File: src/rtl/dram_bus_bridge_if.sv
// Core-side memory port of the DRAM bus bridge.
//   io_ren/io_raddr      : read request, held until io_rvalid
//   io_rdata/io_rvalid   : read completion (one-cycle pulse)
//   io_wen/io_waddr/io_wdata/io_wstrb : write request, held until io_wready
//   io_wready            : write completion (one-cycle pulse)
// master = the core issuing requests, slave = the bridge serving them.
interface dram_bus_bridge_if;
  logic        io_ren;
  logic [31:0] io_raddr;
  logic [31:0] io_rdata;
  logic        io_rvalid;
  logic        io_wen;
  logic [31:0] io_waddr;
  logic [31:0] io_wdata;
  logic [3:0]  io_wstrb;
  logic        io_wready;

  modport master (
    output io_ren, io_raddr, io_wen, io_waddr, io_wdata, io_wstrb,
    input  io_rdata, io_rvalid, io_wready
  );

  modport slave (
    input  io_ren, io_raddr, io_wen, io_waddr, io_wdata, io_wstrb,
    output io_rdata, io_rvalid, io_wready
  );
endinterface

File: src/rtl/dram_bus_bridge.sv
// DRAM bus bridge: turns 32-bit single-word core reads/writes into 128-bit
// line commands on the DRAM wrapper user interface, with a one-line read
// buffer so repeated reads of the same line skip the DRAM.
// Ports:
//   clock, reset                 : user clock, synchronous active-high reset
//   core                         : core memory port (slave side of the interface)
//   io_dram_ren / io_dram_wen    : one-cycle DRAM command pulses
//   io_dram_addr                 : line address {byte_addr[27:4], 3'b000}
//   io_dram_wdata / io_dram_wmask: replicated write word, byte mask (1 = keep)
//   io_dram_user_busy            : tied 0, read data is always accepted
//   io_dram_init_calib_complete  : commands held off until calibration is done
//   io_dram_rdata(_valid)        : returned read line
//   io_dram_busy                 : DRAM cannot take a command this cycle
module dram_bus_bridge #(
  parameter int APP_ADDR_WIDTH  = 28,
  parameter int APP_DATA_WIDTH  = 128,
  parameter int APP_MASK_WIDTH  = 16,
  parameter bit ENABLE_LINE_BUF = 1'b1
) (
  input  logic                        clock,
  input  logic                        reset,
  dram_bus_bridge_if.slave            core,
  output logic                        io_dram_ren,
  output logic                        io_dram_wen,
  output logic [APP_ADDR_WIDTH-2:0]   io_dram_addr,
  output logic [APP_DATA_WIDTH-1:0]   io_dram_wdata,
  output logic [APP_MASK_WIDTH-1:0]   io_dram_wmask,
  output logic                        io_dram_user_busy,
  input  logic                        io_dram_init_calib_complete,
  input  logic [APP_DATA_WIDTH-1:0]   io_dram_rdata,
  input  logic                        io_dram_rdata_valid,
  input  logic                        io_dram_busy
);

  localparam int TAG_W = APP_ADDR_WIDTH - 4;

  typedef enum logic [2:0] {
    IDLE,
    W_ISSUE,
    W_RESP,
    R_ISSUE,
    R_WAIT,
    R_RESP
  } state_t;

  // Byte mask for one 32-bit word placed in its lane; 1 = byte not written.
  function automatic logic [APP_MASK_WIDTH-1:0] make_wmask(
    input logic [3:0] strb,
    input logic [1:0] lane
  );
    logic [APP_MASK_WIDTH-1:0] m;
    m = {{(APP_MASK_WIDTH-4){1'b0}}, strb} << {lane, 2'b00};
    return ~m;
  endfunction

  function automatic logic [31:0] lane_word(
    input logic [APP_DATA_WIDTH-1:0] line,
    input logic [1:0]                lane
  );
    return line[{lane, 5'b00000} +: 32];
  endfunction

  // Overlay the unmasked bytes of new_line onto line (write-through update).
  function automatic logic [APP_DATA_WIDTH-1:0] merge_bytes(
    input logic [APP_DATA_WIDTH-1:0] line,
    input logic [APP_DATA_WIDTH-1:0] new_line,
    input logic [APP_MASK_WIDTH-1:0] mask
  );
    logic [APP_DATA_WIDTH-1:0] r;
    r = line;
    for (int i = 0; i < APP_MASK_WIDTH; i++) begin
      if (!mask[i]) r[8*i +: 8] = new_line[8*i +: 8];
    end
    return r;
  endfunction

  state_t                    state;
  logic                      buf_valid;
  logic [TAG_W-1:0]          buf_tag;
  logic [APP_DATA_WIDTH-1:0] buf_line;
  logic [1:0]                lane_q;

  logic                      dram_ren_q;
  logic                      dram_wen_q;
  logic [APP_ADDR_WIDTH-2:0] dram_addr_q;
  logic [APP_DATA_WIDTH-1:0] dram_wdata_q;
  logic [APP_MASK_WIDTH-1:0] dram_wmask_q;
  logic                      rvalid_q;
  logic [31:0]               rdata_q;
  logic                      wready_q;

  logic [TAG_W-1:0]          rd_tag;
  logic [TAG_W-1:0]          wr_tag;
  logic [1:0]                rd_lane;
  logic [1:0]                wr_lane;
  logic                      cmd_ok;
  logic                      rd_hit;
  logic                      wr_hit;
  logic [APP_MASK_WIDTH-1:0] wr_mask;
  logic [APP_DATA_WIDTH-1:0] wr_line;
  logic                      unused_addr_bits;

  // Bits above the DRAM window wrap; bits [1:0] are ignored for word access.
  assign rd_tag  = core.io_raddr[APP_ADDR_WIDTH-1:4];
  assign wr_tag  = core.io_waddr[APP_ADDR_WIDTH-1:4];
  assign rd_lane = core.io_raddr[3:2];
  assign wr_lane = core.io_waddr[3:2];
  assign unused_addr_bits = ^{core.io_raddr[31:APP_ADDR_WIDTH], core.io_raddr[1:0],
                              core.io_waddr[31:APP_ADDR_WIDTH], core.io_waddr[1:0]};

  assign cmd_ok  = io_dram_init_calib_complete && !io_dram_busy;
  assign rd_hit  = ENABLE_LINE_BUF && buf_valid && (buf_tag == rd_tag);
  assign wr_hit  = buf_valid && (buf_tag == wr_tag);
  assign wr_mask = make_wmask(core.io_wstrb, wr_lane);
  assign wr_line = {(APP_DATA_WIDTH/32){core.io_wdata}};

  always_ff @(posedge clock) begin
    if (reset) begin
      state        <= IDLE;
      buf_valid    <= 1'b0;
      dram_ren_q   <= 1'b0;
      dram_wen_q   <= 1'b0;
      dram_addr_q  <= '0;
      dram_wdata_q <= '0;
      dram_wmask_q <= '0;
      rvalid_q     <= 1'b0;
      rdata_q      <= '0;
      wready_q     <= 1'b0;
    end else begin
      dram_ren_q <= 1'b0;
      dram_wen_q <= 1'b0;
      rvalid_q   <= 1'b0;
      wready_q   <= 1'b0;
      case (state)
        IDLE: begin
          // Writes win a collision; the held read is served right after.
          if (core.io_wen) begin
            state <= W_ISSUE;
          end else if (core.io_ren) begin
            lane_q <= rd_lane;
            state  <= rd_hit ? R_RESP : R_ISSUE;
          end
        end
        W_ISSUE: begin
          if (cmd_ok) begin
            dram_wen_q   <= 1'b1;
            dram_addr_q  <= {wr_tag, 3'b000};
            dram_wdata_q <= wr_line;
            dram_wmask_q <= wr_mask;
            // Keep the buffered line coherent with what DRAM now holds.
            if (wr_hit) buf_line <= merge_bytes(buf_line, wr_line, wr_mask);
            state <= W_RESP;
          end
        end
        W_RESP: begin
          wready_q <= 1'b1;
          state    <= IDLE;
        end
        R_ISSUE: begin
          if (cmd_ok) begin
            dram_ren_q  <= 1'b1;
            dram_addr_q <= {rd_tag, 3'b000};
            buf_tag     <= rd_tag;
            buf_valid   <= 1'b0;
            state       <= R_WAIT;
          end
        end
        R_WAIT: begin
          if (io_dram_rdata_valid) begin
            buf_line  <= io_dram_rdata;
            buf_valid <= 1'b1;
            state     <= R_RESP;
          end
        end
        R_RESP: begin
          rvalid_q <= 1'b1;
          rdata_q  <= lane_word(buf_line, lane_q);
          state    <= IDLE;
        end
        default: state <= IDLE;
      endcase
    end
  end

  assign io_dram_ren       = dram_ren_q;
  assign io_dram_wen       = dram_wen_q;
  assign io_dram_addr      = dram_addr_q;
  assign io_dram_wdata     = dram_wdata_q;
  assign io_dram_wmask     = dram_wmask_q;
  assign io_dram_user_busy = 1'b0;
  assign core.io_rvalid    = rvalid_q;
  assign core.io_rdata     = rdata_q;
  assign core.io_wready    = wready_q;

endmodule

File: src/flat_wrapper.sv
// flat-port wrapper written by rule: the top's interface ports become plain ports
module dram_bus_bridge_flat 
#(
  parameter int APP_ADDR_WIDTH  = 28,
  parameter int APP_DATA_WIDTH  = 128,
  parameter int APP_MASK_WIDTH  = 16,
  parameter bit ENABLE_LINE_BUF = 1'b1
)
  (clock, reset, io_dram_ren, io_dram_wen, io_dram_addr, io_dram_wdata, io_dram_wmask, io_dram_user_busy, io_dram_init_calib_complete, io_dram_rdata, io_dram_rdata_valid, io_dram_busy, core_io_ren, core_io_raddr, core_io_wen, core_io_waddr, core_io_wdata, core_io_wstrb, core_io_rdata, core_io_rvalid, core_io_wready);
  dram_bus_bridge_if core_i ();
  input  logic clock;
  input  logic reset;
  output logic io_dram_ren;
  output logic io_dram_wen;
  output logic [APP_ADDR_WIDTH-2:0] io_dram_addr;
  output logic [APP_DATA_WIDTH-1:0] io_dram_wdata;
  output logic [APP_MASK_WIDTH-1:0] io_dram_wmask;
  output logic io_dram_user_busy;
  input  logic io_dram_init_calib_complete;
  input  logic [APP_DATA_WIDTH-1:0] io_dram_rdata;
  input  logic io_dram_rdata_valid;
  input  logic io_dram_busy;
  input wire logic [$bits(core_i.io_ren)-1:0] core_io_ren;
  input wire logic [$bits(core_i.io_raddr)-1:0] core_io_raddr;
  input wire logic [$bits(core_i.io_wen)-1:0] core_io_wen;
  input wire logic [$bits(core_i.io_waddr)-1:0] core_io_waddr;
  input wire logic [$bits(core_i.io_wdata)-1:0] core_io_wdata;
  input wire logic [$bits(core_i.io_wstrb)-1:0] core_io_wstrb;
  output wire logic [$bits(core_i.io_rdata)-1:0] core_io_rdata;
  output wire logic [$bits(core_i.io_rvalid)-1:0] core_io_rvalid;
  output wire logic [$bits(core_i.io_wready)-1:0] core_io_wready;
  assign core_i.io_ren = core_io_ren;
  assign core_i.io_raddr = core_io_raddr;
  assign core_i.io_wen = core_io_wen;
  assign core_i.io_waddr = core_io_waddr;
  assign core_i.io_wdata = core_io_wdata;
  assign core_i.io_wstrb = core_io_wstrb;
  assign core_io_rdata = core_i.io_rdata;
  assign core_io_rvalid = core_i.io_rvalid;
  assign core_io_wready = core_i.io_wready;
  dram_bus_bridge #(.APP_ADDR_WIDTH(APP_ADDR_WIDTH), .APP_DATA_WIDTH(APP_DATA_WIDTH), .APP_MASK_WIDTH(APP_MASK_WIDTH), .ENABLE_LINE_BUF(ENABLE_LINE_BUF)) u_core (.clock(clock), .reset(reset), .core(core_i), .io_dram_ren(io_dram_ren), .io_dram_wen(io_dram_wen), .io_dram_addr(io_dram_addr), .io_dram_wdata(io_dram_wdata), .io_dram_wmask(io_dram_wmask), .io_dram_user_busy(io_dram_user_busy), .io_dram_init_calib_complete(io_dram_init_calib_complete), .io_dram_rdata(io_dram_rdata), .io_dram_rdata_valid(io_dram_rdata_valid), .io_dram_busy(io_dram_busy));
endmodule
File: config.mk
export PLATFORM = sky130hd
export DESIGN_NAME = dram_bus_bridge_flat
export DESIGN_NICKNAME = d
export VERILOG_FILES = /design/src/rtl/dram_bus_bridge_if.sv /design/src/rtl/dram_bus_bridge.sv /design/src/flat_wrapper.sv
export SDC_FILE = /design/constraint.sdc
export NUM_CORES = 1
export LEC_CHECK = 0
export BUFFER_PORTS_ARGS = -buffer_cell sky130_fd_sc_hd__buf_2
export CAP_MARGIN = 15
export CORE_AREA = 2 2 173 175
export CTS_CLUSTER_DIAMETER = 80
export CTS_CLUSTER_SIZE = 14
export DETAILED_ROUTE_END_ITERATION = 16
export DIE_AREA = 0 0 175 177
export GPL_ROUTABILITY_DRIVEN = 1
export PLACE_DENSITY = 0.84
export SLEW_MARGIN = 20
export SYNTH_ARGS = -nofsm -noshare
export SYNTH_HDL_FRONTEND = slang
export SYNTH_SLANG_ARGS = --single-unit
File: constraint.sdc
create_clock -name clock -period 2.1 [get_ports clock]
set_input_delay 0.315 -clock clock [delete_from_list [all_inputs] [get_ports clock]]
set_output_delay 0.315 -clock clock [all_outputs]
set_load 0.1 [all_outputs]
== Word level (Yosys, flattened, before mapping) ==
Index checks and enable logic that the tools add are counted.

* Output and inout bits: 208
* Flip-flop bits (word level): 365

* Shift-type cells: 2
* Equality and inequality tests: 28
* Bitwise operators: 5
* Mux-type cells: 36
* Reductions and logical operators: 32

{| class="wikitable"
|+ Operators with widths
! operator !! number
|-
| 128-bit 2-to-1 mux || 3
|-
| 128-bit case mux with 2 select lines || 1
|-
| 8-bit 2-to-1 mux || 16
|-
| 128-bit by 8-bit variable part select with 32-bit output || 1
|-
| 6-bit AND reduction || 16
|-
| 27-bit 2-to-1 mux || 2
|-
| 27-bit case mux with 2 select lines || 1
|-
| 24-bit equality test || 2
|-
| 2-bit != test (second input constant) || 17
|-
| 3-bit 2-to-1 mux || 6
|-
| 16-bit NOT || 1
|-
| 4-bit by 4-bit << shifter with 16-bit output || 1
|-
| 3-bit case mux with 4 select lines || 1
|-
| 3-bit AND reduction || 3
|-
| 4-bit AND reduction || 2
|-
| 3-bit by 2-bit equality test with 1-bit output (second input constant) || 2
|-
| 3-bit equality test (second input constant) || 2
|-
| 2-bit by 1-bit != test with 1-bit output (second input constant) || 3
|-
| 2-bit nonzero test || 3
|-
| 1-bit 2-to-1 mux || 5
|-
| 1-bit NOT || 4
|-
| 2-bit OR reduction || 2
|-
| 3-bit by 1-bit equality test with 1-bit output (second input constant) || 1
|-
| 1-bit logical AND || 3
|-
| 5 further kinds || 5
|}

== Logic depth before layout (Yosys ltp) ==
* Depth after elaboration: 6
* Gate-level depth with buffers: 9

== Worst setup path after synthesis ==
Ideal clock, no wire load.

* Path type: input-to-reg
* From: input port io_dram_init_calib_complete
* To: register u_core.buf_tag[0] (enable)
* Library setup time: 0.383 ns
* Data arrival time: 1.905 ns
* Path buffers: 3
* Setup slack: -0.188 ns
* Cell stages on the path: 6
* Required time: 1.717 ns
* Cell sequence: nor2b_1 > clkbuf_1 > and2_1 > buf_2 > clkbuf_1 > and3_1

* Cells in the longest elaborated chain, start to end: 2

{| class="wikitable"
|+ Ends and longest elaborated chain
! element !! RTL line !! text
|-
| start: declaration || flat_wrapper.sv:19 || <nowiki>input logic io_dram_init_calib_complete;</nowiki>
|-
| 1-bit logical AND || dram_bus_bridge.sv:111 || <nowiki>assign cmd_ok = io_dram_init_calib_complete && !io_dram_busy;</nowiki>
|-
| 3-bit AND reduction (no source line) || - ||
|-
| end signal: assignment || dram_bus_bridge.sv:163 || <nowiki>buf_tag <= rd_tag;</nowiki>
|-
| end: declaration || dram_bus_bridge.sv:79 || <nowiki>logic [TAG_W-1:0] buf_tag;</nowiki>
|}

Every way passes these cells.
A chain may end at the register's enable or synchronous reset.

== Final worst setup path ==
* From: register u_core.buf_tag[7]
* To: register u_core.buf_line[81] (enable)

* Cells in the longest elaborated chain, start to end: 4

{| class="wikitable"
|+ Ends and longest elaborated chain
! element !! RTL line !! text
|-
| 24-bit equality test || dram_bus_bridge.sv:113 || <nowiki>assign wr_hit = buf_valid && (buf_tag == wr_tag);</nowiki>
|-
| 1-bit logical AND || dram_bus_bridge.sv:113 ||
|-
| 2-bit by 1-bit != test with 1-bit output (no source line) || - ||
|-
| 6-bit AND reduction (no source line) || - ||
|-
| end signal: assignment || dram_bus_bridge.sv:151 || <nowiki>if (wr_hit) buf_line <= merge_bytes(buf_line, wr_line, wr_mask);</nowiki>
|-
| end signal: assignment || dram_bus_bridge.sv:170 || <nowiki>buf_line <= io_dram_rdata;</nowiki>
|-
| end: declaration || dram_bus_bridge.sv:80 || <nowiki>logic [APP_DATA_WIDTH-1:0] buf_line;</nowiki>
|}

Every way passes these cells.

==> key figures <==
GRT
  • Largest net degree at the start of global routing: 97
  • Vias in the first global route: 9409
  • Initial antenna violation count: 8
  • First-pass GRT wire length: 54900 µm
  • Gr ovfl total: 0
  • GR Util All Layers: 23.5%

Drt
  • Vias: 9559
  • Top sig layer: met5
  • DRT met1 WL: 15200 µm
  • Iteration-0 DRC count of the detailed router: 661
  • Vias per cell: 5.21
  • Drt drc: 0
  • Detailed Route WL: 38200 µm
  • Routed WL per cell: 20.8 µm
  • Met2 WL post-DR: 18600 µm
  • Remaining antenna violation count after routing: 0
  • 1st-pass router iterations: 5
  • Met3 wire length: 3130 µm

Setup path
  • Crit Path Category: reg2reg
  • Max Fanout on Critical Path: 8
  • Critical path endpoint category: flop
  • Req. time, crit path: 2330 ps
  • Critical Path Start Type: flop
  • CP arrival: 2450 ps

Synthesis
  • Register area share after synthesis: 56.3%
  • Post-synth EDFFs: 154
  • Yosys reg bits: 266
  • Average cell area after synthesis: 11.5 µm²
  • Async set or reset register ratio after synthesis: 0%
  • Post-synth cell types: 38
  • Cell Area, Synth: 0.0122 mm²
  • Post-Syn Instances: 1059
  • Yosys warns: 0
  • Post-synth top flop: edfxtp_1

Timing
  • Crit path setup slack, layout: -121 ps
  • Fin crit share: 106%
  • TNS Setup: -12480 ps
  • Tmin final: 2220 ps
  • RSZ-0062 raised after global routing: true
  • WHS: 16.6 ps
  • Slew Limit Fails: 0
  • Layout Skew: 15.2 ps
  • Slew @ Worst Pin: 858 ps
  • Achievable Freq: 450 MHz
  • Final hold vios: 0
  • Max-slew headroom: 42.8%
  • Final setup viols: 128

Placed design
  • GP Congestion: 0.841
  • Dpl hpwl: 27900 µm
  • Placed instance count: 1767
  • Port Buf Inserts: 426

Clock network
  • Total CTS buffers: 22
  • Clk slew on worst S/H paths: 70 ps
  • Latest clock arrival within the worst-skew pair: 520 ps
  • CTS tree: yes
  • H-tree levels: 1
  • Root Buffer: clkbuf_16
  • # clock sinks: 266
  • Clock buffer depth: 3

Die
  • # IOs: 443
  • Core ar.: 0.0292 mm²
  • Die H: 177 µm
  • Die X: 175 µm
  • Die area: 0.0310 mm²
  • Starting density of the core: 41.7%
  • # rows: 63

Cells and area
  • P&R area growth vs syn: 25.5%
  • Layout cells sized above 1: 40.3%
  • Fillers: 2466
  • Final net count: 1657
  • Fin cells: 1835
  • Fin util: 52.3%

Outcome
  • Failing checks: negative setup slack
  • Status: complete, but fails checks

Flow run
  • Max-cap violations: 0

Power and ir drop
  • Pwr Density: 758 mW/mm²
  • Max IR drop VDD: 574 µV
  • Leakage: 6.87 nW
  • Tot Pwr: 0.0116 W

Min path
  • Worst Hold Class: in2reg
final timing paths:
path                                   to  slack [ps]               startpoint  cells past startpoint
hold / removal         u_core.buf_tag[16]          20        core_io_raddr[20]                      1
setup reg to reg      u_core.buf_line[81]        -120        u_core.buf_tag[7]                      7
setup / recovery      u_core.buf_line[81]        -120        u_core.buf_tag[7]                      7
hold reg to reg   u_core.core.io_rdata[3]         450  u_core.core.io_rdata[3]                      2
through the flow:
step	worst slack [ps]	area, µm²
after floorplan	-156	12200
after global placement	-168	14300
after detailed placement	-179	14300
after CTS	10.0	15100
after global routing	-193	15300
final	-121	15300
logic make-up (layout without fill, tap and decap cells):
logic type | count (synthesis) | count (layout) | synth area share, %
AO/OA/AOI/OAI | 255 | 256 | 14.1
other | 1 | 11 | 0.0307
XOR/XNOR | 49 | 49 | 3.52
flip-flops | 266 | 266 | 56.3
buffers and inverters | 168 | 543 | 8.52
multiplexers | 56 | 56 | 7.88
AND/OR/NAND/NOR | 264 | 264 | 9.70
flip-flops by register name (all words and copies together), names as in the netlist:
register / cells
u_core.io_dram_wmask: 16
u_core.state: 3
u_core.io_dram_addr: 24
u_core.io_dram_wdata: 32
u_core.io_dram_wen: 1
u_core.lane_q: 2
u_core.buf_valid: 1
u_core.io_dram_ren: 1
u_core.buf_line: 128
u_core.core.io_rdata: 32
u_core.buf_tag: 24
u_core.core.io_rvalid: 1
u_core.core.io_wready: 1
critical path, cell delays in order, from the launching register on:
cell	delay, ps
edfxtp_1	460
xnor2_1	320
nand4_1	200
nor4_4	320
buf_6	170
a21oi_4	140
nor2_2	150
buf_6	150
power by group:
| part | internal, W | leakage [nW] | total, W | switching (W) |
|---|---|---|---|---|
| clock | 0.00205 | 0.304 | 0.00393 | 0.00188 |
| combinational | 0.000546 | 4.28 | 0.00204 | 0.00150 |
| sequential | 0.00557 | 2.29 | 0.00563 | 0.0000504 |
| total | 0.00817 | 6.87 | 0.0116 | 0.00343 |
placed cells by master (no fill, tap or decap), types with 4 or more instances in the layout:
master,synthesis,final
dfxtp_1,112,111
nor2_2,0,13
buf_2,20,425
xnor2_1,30,27
mux4_2,32,32
a21o_1,128,128
clkbuf_1,44,17
nand4_1,7,7
conb_1,1,4
buf_4,100,46
buf_12,0,5
a21oi_1,80,80
nor4_1,7,4
a211oi_1,24,24
a31oi_1,4,4
xor2_1,19,19
mux2i_1,24,24
edfxtp_1,154,154
nor2b_1,37,36
nand2_1,134,134
diode_2,0,7
a22oi_1,16,16
buf_6,1,15
clkbuf_16,0,23
nor2_1,62,48
dlygate4sd3_1,0,11
Yosys cell counts (19+ instances only):
cell type,instances,area (µm²)
edfxtp_1,154,4620
nand2_1,134,503
a21o_1,128,961
dfxtp_1,112,2240
buf_4,100,751
a21oi_1,80,400
nor2_1,62,233
clkbuf_1,44,165
nor2b_1,37,231
mux4_2,32,721
xnor2_1,30,263
a211oi_1,24,180
mux2i_1,24,240
buf_2,20,100
xor2_1,19,166
layout make-up:
cell class                      instances  area, µm²  share of cell area [%]
Sequential cell                       266       6870                    44.9
Multi-Input combinational cell        629       4440                    29.0
Inverter                                1       3.75                  0.0245
Tap cell                              390        488                    3.19
Clock buffer                           40        639                    4.18
Timing Repair Buffer                  502       2850                    18.6
Antenna cell                            7       17.5                   0.114
layer usage:
metal	up-vias	track usage, %
li1	4403	-
met1	4611	30.3
met2	460	39.2
met3	83	4.85
met4	2	8.75
met5	-	0
what timing repair did:
| item | in CTS | in global routing |
|---|---|---|
| pin swaps | 2 | 23 |
| gates cloned | 1 | 0 |
| hold buffers | 11 | 0 |
| endpoints found under the setup margin | 145 | 128 |
| setup buffers | 1 | 8 |
| gates resized for setup | 11 | 28 |
| endpoints found under the hold margin | 11 | 0 |
(Power assumes the default switching activity.)
